`config.mk`:
```
export PLATFORM = sky130hd
export DESIGN_NAME = paddle_ctrl
export DESIGN_NICKNAME = d
export VERILOG_FILES = /design/src/rtl/pong_pkg.sv /design/src/rtl/btn_debounce.sv /design/src/rtl/paddle_ctrl.sv
export SDC_FILE = /design/constraint.sdc
export NUM_CORES = 1
export LEC_CHECK = 0
export BUFFER_PORTS_ARGS = -buffer_cell sky130_fd_sc_hd__buf_4
export CAP_MARGIN = 25
export CORE_MARGIN = 2
export CORE_UTILIZATION = 40
export DETAILED_ROUTE_END_ITERATION = 16
export SETUP_SLACK_MARGIN = 0.05
export SYNTH_ARGS = -nofsm -noshare
export SYNTH_HDL_FRONTEND = slang
export SYNTH_SLANG_ARGS = --single-unit
```
`constraint.sdc`:
```
create_clock -name clk -period 5.52 [get_ports clk]
set_input_delay 0.276 -clock clk [delete_from_list [all_inputs] [get_ports clk]]
set_output_delay 0.276 -clock clk [all_outputs]
set_load 0.02 [all_outputs]
```
`src/rtl/pong_pkg.sv`:
```
// Shared Pong constants: field geometry and paddle defaults for gameplay and paddle_ctrl.
package pong_pkg;

   localparam int unsigned FIELD_H     = 480;
   localparam int unsigned PADDLE_H    = 80;
   localparam int unsigned POS_W_DEF   = 9;
   localparam int unsigned POS_MAX_DEF = FIELD_H - PADDLE_H;

   typedef enum logic [1:0] {
      DIR_NONE = 2'd0,
      DIR_UP   = 2'd1,
      DIR_DOWN = 2'd2
   } dir_e;

endpackage

```
`src/rtl/btn_debounce.sv`:
```
// Two-flop synchroniser followed by a consecutive-cycle debounce counter.
module btn_debounce #(
   parameter int unsigned DEB_CYCLES = 16
) (
   input  logic clk,
   input  logic clr_n,
   input  logic btn,
   output logic stable
);

   localparam int unsigned CNT_W = $clog2(DEB_CYCLES + 1);

   logic             sync1, sync2;
   logic [CNT_W-1:0] cnt;

   if (DEB_CYCLES < 1) begin : g_chk_deb
      $error("btn_debounce: DEB_CYCLES must be at least 1");
   end

   always_ff @(posedge clk or negedge clr_n) begin
      if (!clr_n) begin
         sync1  <= 1'b0;
         sync2  <= 1'b0;
         stable <= 1'b0;
         cnt    <= '0;
      end else begin
         sync1 <= btn;
         sync2 <= sync1;
         // the flip happens on the cycle the count would reach DEB_CYCLES
         if (sync2 != stable) begin
            if (cnt == CNT_W'(DEB_CYCLES - 1)) begin
               stable <= sync2;
               cnt    <= '0;
            end else begin
               cnt <= cnt + 1'b1;
            end
         end else begin
            cnt <= '0;
         end
      end
   end

endmodule

```
`src/rtl/paddle_ctrl.sv`:
```
// N-channel paddle controller: debounced buttons drive clamped, accelerating paddle positions.
module paddle_ctrl
   import pong_pkg::*;
#(
   parameter int unsigned NUM_PADDLES = 2,
   parameter int unsigned POS_W       = POS_W_DEF,
   parameter int unsigned POS_MAX     = POS_MAX_DEF,
   parameter int unsigned POS_RESET   = 200,
   parameter int unsigned DEB_CYCLES  = 16,
   parameter int unsigned STEP_SLOW   = 1,
   parameter int unsigned STEP_FAST   = 4,
   parameter int unsigned HOLD_TICKS  = 8
) (
   input  logic                         clk,
   input  logic                         clr_n,
   input  logic                         tick,
   input  logic                         freeze,
   input  logic                         recentre,
   input  logic [NUM_PADDLES-1:0]       btn_up,
   input  logic [NUM_PADDLES-1:0]       btn_down,
   output logic [NUM_PADDLES*POS_W-1:0] pos,
   output logic [NUM_PADDLES-1:0]       moving,
   output logic [NUM_PADDLES-1:0]       at_limit
);

   localparam int unsigned EXT_W  = POS_W + 1;
   localparam int unsigned HOLD_W = $clog2(HOLD_TICKS + 1);

   localparam logic [EXT_W-1:0]  MAX_X   = EXT_W'(POS_MAX);
   localparam logic [EXT_W-1:0]  SLOW_X  = EXT_W'(STEP_SLOW);
   localparam logic [EXT_W-1:0]  FAST_X  = EXT_W'(STEP_FAST);
   localparam logic [POS_W-1:0]  MAX_P   = POS_W'(POS_MAX);
   localparam logic [POS_W-1:0]  RESET_P = POS_W'(POS_RESET);
   localparam logic [HOLD_W-1:0] HOLD_H  = HOLD_W'(HOLD_TICKS);

   if (POS_MAX >= (1 << POS_W)) begin : g_chk_max
      $error("paddle_ctrl: POS_MAX does not fit in POS_W bits");
   end
   if (POS_RESET > POS_MAX) begin : g_chk_reset
      $error("paddle_ctrl: POS_RESET exceeds POS_MAX");
   end
   if (STEP_SLOW < 1 || STEP_SLOW > STEP_FAST || STEP_FAST > POS_MAX) begin : g_chk_step
      $error("paddle_ctrl: need 1 <= STEP_SLOW <= STEP_FAST <= POS_MAX");
   end
   if (HOLD_TICKS < 1) begin : g_chk_hold
      $error("paddle_ctrl: HOLD_TICKS must be at least 1");
   end

   for (genvar i = 0; i < NUM_PADDLES; i++) begin : g_pad
      logic              up_s, dn_s;
      dir_e              dir, prev_dir;
      logic [HOLD_W-1:0] hold, hold_nxt;
      logic [POS_W-1:0]  p, pos_nxt;
      logic [EXT_W-1:0]  p_x, step, sum;
      logic              mov;

      btn_debounce #(.DEB_CYCLES(DEB_CYCLES)) u_deb_up (
         .clk(clk), .clr_n(clr_n), .btn(btn_up[i]), .stable(up_s)
      );
      btn_debounce #(.DEB_CYCLES(DEB_CYCLES)) u_deb_dn (
         .clk(clk), .clr_n(clr_n), .btn(btn_down[i]), .stable(dn_s)
      );

      // step is chosen from the post-increment hold count, so the tick that
      // saturates the counter is already a fast one
      always_comb begin
         dir = DIR_NONE;
         if (up_s && !dn_s)      dir = DIR_UP;
         else if (dn_s && !up_s) dir = DIR_DOWN;

         hold_nxt = '0;
         if (dir != DIR_NONE && dir == prev_dir)
            hold_nxt = (hold == HOLD_H) ? hold : hold + 1'b1;

         step    = (hold_nxt == HOLD_H) ? FAST_X : SLOW_X;
         p_x     = {1'b0, p};
         sum     = p_x + step;
         pos_nxt = p;
         case (dir)
            DIR_UP:   pos_nxt = (p_x < step) ? '0 : POS_W'(p_x - step);
            DIR_DOWN: pos_nxt = (sum > MAX_X) ? MAX_P : sum[POS_W-1:0];
            default:  pos_nxt = p;
         endcase
      end

      always_ff @(posedge clk or negedge clr_n) begin
         if (!clr_n) begin
            p        <= RESET_P;
            mov      <= 1'b0;
            hold     <= '0;
            prev_dir <= DIR_NONE;
         end else if (recentre) begin
            p        <= RESET_P;
            mov      <= 1'b0;
            hold     <= '0;
            prev_dir <= DIR_NONE;
         end else if (freeze) begin
            hold     <= '0;
            prev_dir <= DIR_NONE;
            if (tick) mov <= 1'b0;
         end else if (tick) begin
            p        <= pos_nxt;
            mov      <= (pos_nxt != p);
            hold     <= hold_nxt;
            prev_dir <= dir;
         end
      end

      assign pos[i*POS_W +: POS_W] = p;
      assign moving[i]             = mov;
      assign at_limit[i]           = (p == '0) || (p == MAX_P);
   end

endmodule

```
==> flow_metrics.py, run 1 <==
metrics = {
    "final_layout": {
        "drive_gt1_share_pct": 13.7,
        "postLayoutCoreUtil_pct": 46.3,
        "final_cell_mix": "nor2_1, dfrtp_1, nand2_1",
        "layout_commonest_cell": "nor2_1",
        "fill_cells": 1183,
        "finalNonFillerCells": 789,
        "syn_to_final_growth_pct": 11.8,
        "n_antenna_cell": 0,
        "fin_nets": 652,
    },
    "timing": {
        "hold_viol_final": 0,
        "setup_violations": 0,
        "finClkSkew_ns": 0.0118,
        "fin_crit_sh_pct": 87.9,
        "fin_ws_ns": 0.668,
        "rsz0062_at_grt": "false",
        "timing.setup.tns_ns": 0,
        "slew_headroom_pct": 34.4,
        "whs_ns": 0.0342,
        "report.final.slew_viol_count": 0,
        "period_needed_ns": 4.85,
        "fmax_mhz": 206,
        "worstMarginPinSlew_ns": 0.981,
    },
    "route": {
        "ant_nets": 0,
        "wirelength_um": 13400,
        "drtPass1Iterations": 5,
        "avgViaCountPerCell": 5.83,
        "drc": 0,
        "wl_per_cell_um": 17.0,
        "vias": 4598,
        "drtIter0Drc": 309,
    },
    "worst_setup_path": {
        "r2r_end": "g_pad[0].mov$_DFFE_PN0P_",
        "path_max_fanout": 8,
        "reg2reg_from": "g_pad[0].u_deb_dn.stable$_DFFE_PN0P_",
        "crit_arrival_ns": 5.04,
        "reg2regPathDepth": 17,
        "worstPathRequired_ns": 5.71,
        "endpoint_kind": "register",
        "worst-setup-path-type": "reg2reg",
        "rrSetupSlack_ns": 0.67,
        "startpoint_type": "register",
    },
    "global_route": {
        "grt_overflow": 0,
        "grt_pass1_vias": 4320,
        "grt_max_degree": 65,
        "grt.total_usage_pct": 20.8,
        "antenna_found_initial": 0,
        "grt_pass1_wl_um": 22100,
    },
    "synth": {
        "yosysWarningCount": 0,
        "synth-edff-count": 0,
        "syn_area_um2": 5030,
        "synth_fp_nets": 642,
        "synth_seq_cells": 64,
        "async_flop_share_pct": 100,
        "synth_flop_cell": "dfrtp_1",
        "syn_area_per_cell_um2": 8.29,
        "synth_seq_area_share_pct": 32.0,
        "ys_types": 86,
        "synthCells": 607,
    },
    "clock_tree": {
        "holdBufCountCts": 0,
        "cts.path.max_buffers": 2,
        "cts_setup_buffers": 0,
        "clk_pin_slew_worst_paths_ns": 0.06,
        "cts.repair.resized": 0,
        "root_buffer": "clkbuf_16",
        "clock_sinks": 64,
        "clk_latency_ns": 0.34,
        "cts_tree": "built",
        "htreeDepth": 3,
        "cts_made_buffers": 9,
    },
    "power": {
        "internal_power_w": 0.000867,
        "peakVddDrop_mv": 0.163,
        "clockPowerShare_pct": 53.1,
        "swShare_pct": 22.8,
        "power.switching_w": 0.000257,
        "p_per_area_nw_per_um2": 200,
        "p_leak_nw": 2.34,
        "seqPwrFrac_pct": 43.3,
        "combPwrFrac_pct": 3.6,
    },
    "floorplanning": {
        "die_y_um": 116,
        "ios": 31,
        "core_area_um2": 12200,
        "fp-row-count": 40,
        "die_width_um": 116,
        "dieArea_um2": 13500,
        "initial_core_util_pct": 41.4,
    },
    "place": {
        "placed_cells": 774,
        "gp_congestion": 0.914,
        "place_ws_ns": 0.777,
        "io_buffers": 30,
        "dpl.hpwl_um": 9440,
    },
    "run_status": {
        "status": "complete, no violations",
    },
    "worst_hold_path": {
        "hp-class": "in2async",
    },
    "job": {
        "drv_cap": 0,
    },
}
## per-layer routing
metal | wire length, um | global-route usage (%) | vias up
li1 | - | - | 2213
met1 | 6290 | 30.3 | 2179
met2 | 5950 | 31.7 | 183
met3 | 962 | 3.48 | 23
met4 | 209 | 6.75 | 0
met5 | 0 | 0 | -
## cell type report
type                    instances  area, um^2  area share, %
clock buffers                  11         253           4.49
repair buffers                 31         233           4.14
flip-flops and latches         64        1610           28.6
multi-input cells             485        3170           56.3
well taps                     168         210           3.74
clock inverters                 4        53.8          0.956
inverters                      26        97.6           1.73
## critical path, cell delays in order (launching register included)
cell	delay, ns
dfrtp_1	0.40
inv_1	0.08
ha_1	0.39
inv_1	0.24
nand3_1	0.26
o31ai_1	0.28
o21ai_0	0.10
o211ai_1	0.22
ha_1	0.33
ha_1	0.28
nor2b_1	0.35
nor4_1	0.11
nor4_2	0.59
and3b_1	0.29
o221ai_1	0.21
o211ai_1	0.14
o41ai_1	0.33
a221oi_1	0.13
## power groups by stage
stage / Combinational, W / Clock, W / Sequential [W]
finish: 0.0000405 / 0.000596 / 0.000487
CTS: 0.0000424 / 0.000606 / 0.000487
detailed placement: 0.0000422 / 0 / 0.000495
floorplan: 0.0000218 / 0 / 0.000493
global route: 0.0000473 / 0.000628 / 0.000488
global placement: 0.0000411 / 0 / 0.000494
## cells by family (layout without fill, tap and decap cells)
family,count (synthesis),in the layout,share of synthesized area [%]
muxes,11,11,2.24
and+or+nand+nor,265,265,27.8
buffers and inverters,58,72,5.00
DFF,64,64,32.0
AOI/OAI and AO/OA,157,157,22.0
adders and majority gates,26,26,6.47
xor gates and xnor gates,26,26,4.53
## worst max path at each step
stage                                                     from                  endpoint
after global placement    g_pad[0].u_deb_dn.stable$_DFFE_PN0P_  g_pad[0].mov$_DFFE_PN0P_
after global routing      g_pad[0].u_deb_dn.stable$_DFFE_PN0P_  g_pad[0].mov$_DFFE_PN0P_
after detailed placement  g_pad[0].u_deb_dn.stable$_DFFE_PN0P_  g_pad[0].mov$_DFFE_PN0P_
final                     g_pad[0].u_deb_dn.stable$_DFFE_PN0P_  g_pad[0].mov$_DFFE_PN0P_
after floorplan           g_pad[0].u_deb_dn.stable$_DFFE_PN0P_  g_pad[0].mov$_DFFE_PN0P_
after CTS                 g_pad[0].u_deb_dn.stable$_DFFE_PN0P_  g_pad[0].mov$_DFFE_PN0P_
## sequential cells by signal, indices dropped and copies added, names as in the netlist
name and cells:
g_pad.u_deb_dn.sync1 2, g_pad.u_deb_up.cnt 10, g_pad.u_deb_dn.cnt 10, g_pad.u_deb_up.stable 2, g_pad.hold 8, g_pad.mov 2, g_pad.u_deb_up.sync1 2, g_pad.prev_dir 4
g_pad.u_deb_up.sync2 2, g_pad.u_deb_dn.sync2 2, g_pad.u_deb_dn.stable 2, g_pad.p 18
## per-stage QoR
| step | area, um^2 | total power [W] |
|---|---|---|
| 2_1_floorplan | 5030 | 0.000515 |
| 3_3_place_gp | 5320 | 0.000535 |
| 3_5_place_dp | 5320 | 0.000537 |
| 4_1_cts | 5630 | 0.00114 |
| 5_1_grt | 5630 | 0.00116 |
| 6_report | 5630 | 0.00112 |
## cell usage after synthesis, types with 3 or more instances
library cell	number	area, um^2
nor2_1	69	259
dfrtp_1	58	1450
nand2_1	56	210
a21oi_1	37	185
nand3_1	33	165
o21ai_0	29	145
ha_1	26	325
inv_1	25	93.8
xor2_1	19	166
clkbuf_1	18	67.6
nor3_1	16	80.1
a211oi_1	14	105
nand2b_1	14	87.6
and2_1	10	62.6
mux2i_1	9	90.1
nor2b_1	9	56.3
a31oi_1	7	43.8
and3_1	7	43.8
nand4_1	7	43.8
o31ai_1	7	52.6
xnor2_1	7	61.3
buf_2	6	30.0
dfstp_2	6	158
o211ai_1	6	45.0
a22oi_1	5	37.5
o22ai_1	5	31.3
or3_1	5	31.3
a221oi_1	4	35.0
buf_4	4	30.0
nor4_1	4	25.0
or2_2	4	25.0
a21oi_2	3	26.3
nand3b_1	3	22.5
nor3b_1	3	22.5
o21a_1	3	22.5
o221ai_1	3	26.3
o32ai_1	3	26.3
(Power assumes the default switching activity.)
==> inputs of run 2 (changes only) <==
BUFFER_PORTS_ARGS = default   (was -buffer_cell sky130_fd_sc_hd__buf_4)
DONT_BUFFER_PORTS = 1   (was default)
==> flow_metrics.py, run 2 (same netlist as run 1, synthesis figures left out) <==
metrics = {
    "timing": {
        "report.final.slew_viol_count": 0,
        "fmax_mhz": 214,
        "worstMarginPinSlew_ns": 1.05,
        "fin_crit_sh_pct": 84.8,
        "timing.setup.tns_ns": 0,
        "rsz0062_at_grt": "false",
        "slew_headroom_pct": 29.9,
        "hold_viol_final": 0,
        "finClkSkew_ns": 0.0105,
        "period_needed_ns": 4.68,
        "setup_violations": 0,
    },
    "final_layout": {
        "drive_gt1_share_pct": 9.38,
        "top_regs": "g_pad.p (18), g_pad.u_deb_dn.cnt (10), g_pad.u_deb_up.cnt (10)",
        "fin_nets": 628,
        "regMostFlops": "g_pad.p",
        "final_cell_mix": "nor2_1, dfrtp_1, nand2_1",
        "syn_to_final_growth_pct": 8.73,
        "fin_area_um2": 5470,
        "largest_reg_flops": 18,
        "n_antenna_cell": 0,
        "layout_commonest_cell": "nor2_1",
        "finalNonFillerCells": 765,
    },
    "global_route": {
        "grt_pass1_vias": 4268,
        "grt_max_degree": 65,
        "grt.total_usage_pct": 19.8,
        "antenna_found_initial": 0,
        "use_met3_pct": 4.36,
        "use_met2_pct": 30.8,
        "top_usage_layer": "met2",
        "grtUsageMet1_pct": 28.2,
        "grt_pass1_wl_um": 21500,
        "grt_overflow": 0,
    },
    "worst_setup_path": {
        "critPathTopFamily": "simple AND/OR/NAND/NOR gates",
        "path_max_fanout": 12,
        "cp_common_cell": "ha_1",
        "startpoint_type": "register",
        "crit_arrival_ns": 4.87,
        "cp_slowest_cell": "nor4_2",
        "path_depth": 17,
        "crit_path_max_incr_delay_ns": 0.55,
        "path_cells": "inv_1 -> ha_1 -> xnor2_1 -> nand3_1 -> o31ai_1 -> o21ai_0 -> o211ai_1 -> ha_1 -> ha_1 -> nor2b_1 -> nor4_1 -> nor4_2 -> and3b_1 -> o221ai_1 -> o211ai_1 -> o41ai_1 -> a221oi_1",
        "worst-setup-path-type": "reg2reg",
        "worstPathRequired_ns": 5.71,
        "timing.critical_path.buf_inv": 1,
        "endpoint_kind": "register",
        "reg2regPathDepth": 17,
    },
    "floorplanning": {
        "fp-row-count": 40,
        "ios": 31,
        "initial_core_util_pct": 41.4,
        "die_y_um": 116,
        "dieArea_um2": 13500,
        "core_area_um2": 12200,
        "die_width_um": 116,
    },
    "clock_tree": {
        "clock_sinks": 64,
        "root_buffer": "clkbuf_16",
        "clk_pin_slew_worst_paths_ns": 0.06,
        "htreeDepth": 3,
        "cts.path.max_buffers": 2,
        "cts_tree": "built",
        "clk_latency_ns": 0.32,
        "cts_setup_buffers": 0,
        "cts_made_buffers": 9,
    },
    "route": {
        "avgViaCountPerCell": 5.89,
        "drc": 0,
        "vias": 4506,
        "wirelength_um": 12800,
        "drtIter0Drc": 401,
        "ant_nets": 0,
        "wl_per_cell_um": 16.7,
        "drtPass1Iterations": 5,
    },
    "power": {
        "p_leak_nw": 2.21,
        "totalPowerFinal_w": 0.00108,
        "peakVddDrop_mv": 0.274,
        "p_per_area_nw_per_um2": 198,
    },
    "job": {
        "drv_cap": 0,
    },
    "place": {
        "dpl.hpwl_um": 9230,
        "io_buffers": 0,
        "placed_cells": 744,
        "place_area_um2": 5100,
        "gp_congestion": 0.976,
    },
    "worst_hold_path": {
        "hp-class": "in2reg",
        "holdPathStages": 1,
    },
    "run_status": {
        "status": "complete, no violations",
    },
}
[run 2: cell count changes in the layout (fill, tap and decap cells not counted), sizes merged]
cell	delta
buf	-29
dlygate4sd3	+5
clkbuf	-2
clkinv	+2
[run 2: where the power goes]
group / internal [W] / switching [W] / leakage, nW / total (W)
logic: 0.0000150 / 0.0000203 / 1.23 / 0.0000353
clock network: 0.000349 / 0.000210 / 0.138 / 0.000559
registers: 0.000480 / 0.00000691 / 0.845 / 0.000487
[run 2: worst register-to-register path: stages, from the launching register on]
cell	delay, ns
dfrtp_1	0.42
inv_1	0.09
ha_1	0.45
xnor2_1	0.20
nand3_1	0.23
o31ai_1	0.27
o21ai_0	0.10
o211ai_1	0.20
ha_1	0.31
ha_1	0.26
nor2b_1	0.32
nor4_1	0.11
nor4_2	0.55
and3b_1	0.29
o221ai_1	0.16
o211ai_1	0.15
o41ai_1	0.33
a221oi_1	0.12
[run 2: area by class of cell]
type | count | area [um^2]
Sequential cell | 64 | 1610
Clock inverter | 6 | 71.3
Tap cell | 168 | 210
Inverter | 26 | 97.6
Fill cell | 1174 | 6690
Clock buffer | 9 | 225
Multi-Input combinational cell | 485 | 3170
Timing Repair Buffer | 7 | 85.1
[run 2: path summary, 6_finish.rpt]
kind                       slack, ns                                 to                                 start
max                             0.84           g_pad[0].mov$_DFFE_PN0P_  g_pad[0].u_deb_dn.stable$_DFFE_PN0P_
min                             0.02          g_pad[0].p[0]$_DFFE_PN0P_                              recentre
max reg2reg                     0.84           g_pad[0].mov$_DFFE_PN0P_  g_pad[0].u_deb_dn.stable$_DFFE_PN0P_
min reg2reg                     0.35  g_pad[0].u_deb_up.sync2$_DFF_PN0_     g_pad[0].u_deb_up.sync1$_DFF_PN0_
max in group asynchronous       4.71          g_pad[1].p[3]$_DFFE_PN1P_                                 clr_n
min in group asynchronous       0.49          g_pad[0].p[8]$_DFFE_PN0P_                                 clr_n
[run 2: what timing repair did]
action / 4_1_cts / 5_1_grt
gates resized for setup: 0 / 0
endpoints found under the hold margin: 68 / 0
hold buffers: 6 / 0
[run 2: layer usage]
metal | vias up | wire length, um
met5 | - | 0
met4 | 0 | 163
met3 | 16 | 1070
met2 | 196 | 5750
met1 | 2124 | 5830
li1 | 2170 | -
[run 2: per-stage QoR]
stage | setup WS, ns | hold WS [ns] | util (%)
6_report | 0.837 | 0.0247 | 45.0
5_1_grt | 0.379 | 0.0143 | 45.0
4_1_cts | 0.848 | 0.0153 | 45.0
3_5_place_dp | 0.860 | -0.0157 | 41.9
3_3_place_gp | 1.04 | -0.0158 | 41.9
2_1_floorplan | 1.43 | -0.0196 | -
==> inputs of run 3 (changes only) <==
clock period = 4.4 ns   (was 5.52 ns; I/O delays follow)
==> flow_metrics.py, run 3 (same netlist as run 1, synthesis figures left out) <==
metrics = {
    "floorplanning": {
        "fp-row-count": 40,
        "ios": 31,
        "die_width_um": 116,
        "die_y_um": 116,
        "core_area_um2": 12200,
        "initial_core_util_pct": 41.4,
        "dieArea_um2": 13500,
    },
    "final_layout": {
        "n_antenna_cell": 0,
        "top_regs": "g_pad.p (18), g_pad.u_deb_dn.cnt (10), g_pad.u_deb_up.cnt (10)",
        "drive_gt1_share_pct": 14.3,
        "largest_reg_flops": 18,
        "postLayoutCoreUtil_pct": 47.7,
        "syn_to_final_growth_pct": 15.4,
        "layout_commonest_cell": "nor2_1",
        "fin_area_um2": 5810,
        "fin_nets": 656,
        "finalNonFillerCells": 792,
        "regMostFlops": "g_pad.p",
        "final_cell_mix": "nor2_1, dfrtp_1, nand2_1",
    },
    "route": {
        "avgViaCountPerCell": 5.89,
        "drc": 0,
        "drtPass1Iterations": 5,
        "vias": 4664,
        "wl_per_cell_um": 16.9,
        "ant_nets": 0,
        "wirelength_um": 13400,
        "drtIter0Drc": 373,
    },
    "worst_setup_path": {
        "endpoint_kind": "register",
        "crit_arrival_ns": 4.41,
        "worst-setup-path-type": "reg2reg",
        "worstPathRequired_ns": 4.67,
        "path_max_fanout": 7,
        "reg2regPathDepth": 18,
        "startpoint_type": "register",
    },
    "timing": {
        "worstMarginPinSlew_ns": 1.03,
        "setup_violations": 0,
        "fin_ws_ns": 0.260,
        "report.final.slew_viol_count": 0,
        "finClkSkew_ns": 0.00723,
        "fmax_mhz": 242,
        "slew_headroom_pct": 31.2,
        "rsz0062_at_grt": "false",
        "period_needed_ns": 4.14,
        "fin_crit_sh_pct": 94.1,
        "hold_viol_final": 0,
    },
    "place": {
        "dpl.hpwl_um": 9390,
        "gp_congestion": 0.899,
        "io_buffers": 0,
        "placed_cells": 760,
        "place_area_um2": 5220,
        "place_ws_ns": -0.0164,
    },
    "clock_tree": {
        "clk_pin_slew_worst_paths_ns": 0.06,
        "clk_latency_ns": 0.34,
        "clock_sinks": 64,
        "htreeDepth": 3,
        "cts_made_buffers": 9,
        "root_buffer": "clkbuf_16",
        "cts.path.max_buffers": 2,
        "cts_tree": "built",
    },
    "worst_hold_path": {
        "hp-class": "in2reg",
        "holdPathStages": 2,
    },
    "job": {
        "drv_cap": 0,
    },
    "global_route": {
        "grt_pass1_wl_um": 22000,
        "grt_pass1_vias": 4332,
        "antenna_found_initial": 0,
        "grt_max_degree": 65,
        "grt_overflow": 0,
        "grt.total_usage_pct": 20.9,
    },
    "power": {
        "totalPowerFinal_w": 0.00135,
        "p_leak_nw": 2.35,
        "peakVddDrop_mv": 0.233,
        "p_per_area_nw_per_um2": 232,
    },
    "run_status": {
        "status": "complete, no violations",
    },
}
run 3: cell types whose count changed in the layout (fill, tap and decap cells not counted), moves of 3 or more:
cell,delta
nor2_2,+3
ha_4,+3
nor2_1,-3
ha_1,-5
clkinv_4,-3
buf_4,+18
dlygate4sd3_1,+10
run 3: path summary, 6_finish.rpt:
| check | start | end | slack (ns) |
|---|---|---|---|
| worst max-delay path | g_pad[1].u_deb_dn.stable$_DFFE_PN0P_ | g_pad[1].p[0]$_DFFE_PN0P_ | 0.26 |
| worst min-delay path | recentre | g_pad[0].p[7]$_DFFE_PN1P_ | 0.02 |
| worst max register to register | g_pad[1].u_deb_dn.stable$_DFFE_PN0P_ | g_pad[1].p[0]$_DFFE_PN0P_ | 0.26 |
| worst min register to register | g_pad[1].u_deb_dn.sync1$_DFF_PN0_ | g_pad[1].u_deb_dn.sync2$_DFF_PN0_ | 0.34 |
| max in group asynchronous | clr_n | g_pad[1].p[6]$_DFFE_PN1P_ | 3.63 |
| min in group asynchronous | clr_n | g_pad[1].p[8]$_DFFE_PN0P_ | 0.41 |
run 3: routing by layer:
metal | vias to the layer above | global-route usage [%] | part of all wire (%)
li1 | 2227 | - | -
met1 | 2253 | 28.2 | 45
met2 | 169 | 32.4 | 45
met3 | 15 | 5.76 | 7.8
met4 | 0 | 7.46 | 1.5
met5 | - | 0 | 0
run 3: where the power goes:
group / leakage (nW) / internal (W) / total [W] / switching [W]
Sequential: 0.845 / 0.000602 / 0.000611 / 0.00000827
Combinational: 1.38 / 0.0000199 / 0.0000475 / 0.0000276
Clock: 0.128 / 0.000432 / 0.000688 / 0.000256
Total: 2.35 / 0.00105 / 0.00135 / 0.000292
run 3: area by class of cell:
class                      count  area [um^2]
multi-input combinational    485         3290
timing repair buffer          35          320
inverter                      26         97.6
sequential                    64         1610
tap                          168          210
clock buffer                  11          233
clock inverter                 3         45.0
fill                        1174         6360
run 3: per-stage QoR:
stage,TNS (ns),hold WS [ns]
finish,0,0.0213
global placement,-0.0376,-0.0735
floorplan,0,-0.0756
detailed placement,-0.0164,-0.0739
CTS,0,0.00223
global route,0,0.0101
run 3: repair_timing:
action / in CTS / in global routing
setup buffers: 0 / 2
gates resized for setup: 3 / 22
hold endpoints to repair: 84 / 0
pin swaps: 0 / 5
setup endpoints to repair: 1 / 15
hold buffers: 16 / 0
run 3: critical path, stage by stage, from the launching register on:
cell	delay [ns]
dfrtp_1	0.41
inv_1	0.08
ha_1	0.23
xor2_1	0.18
or3_1	0.35
nor2_2	0.17
nand3_4	0.15
ha_4	0.22
ha_2	0.22
nand4b_1	0.19
or4_4	0.43
nand3_2	0.11
o41ai_4	0.10
nand2_1	0.10
nand3_1	0.13
a211oi_1	0.28
a21oi_1	0.07
nor2_1	0.11
dlygate4sd3_1	0.56
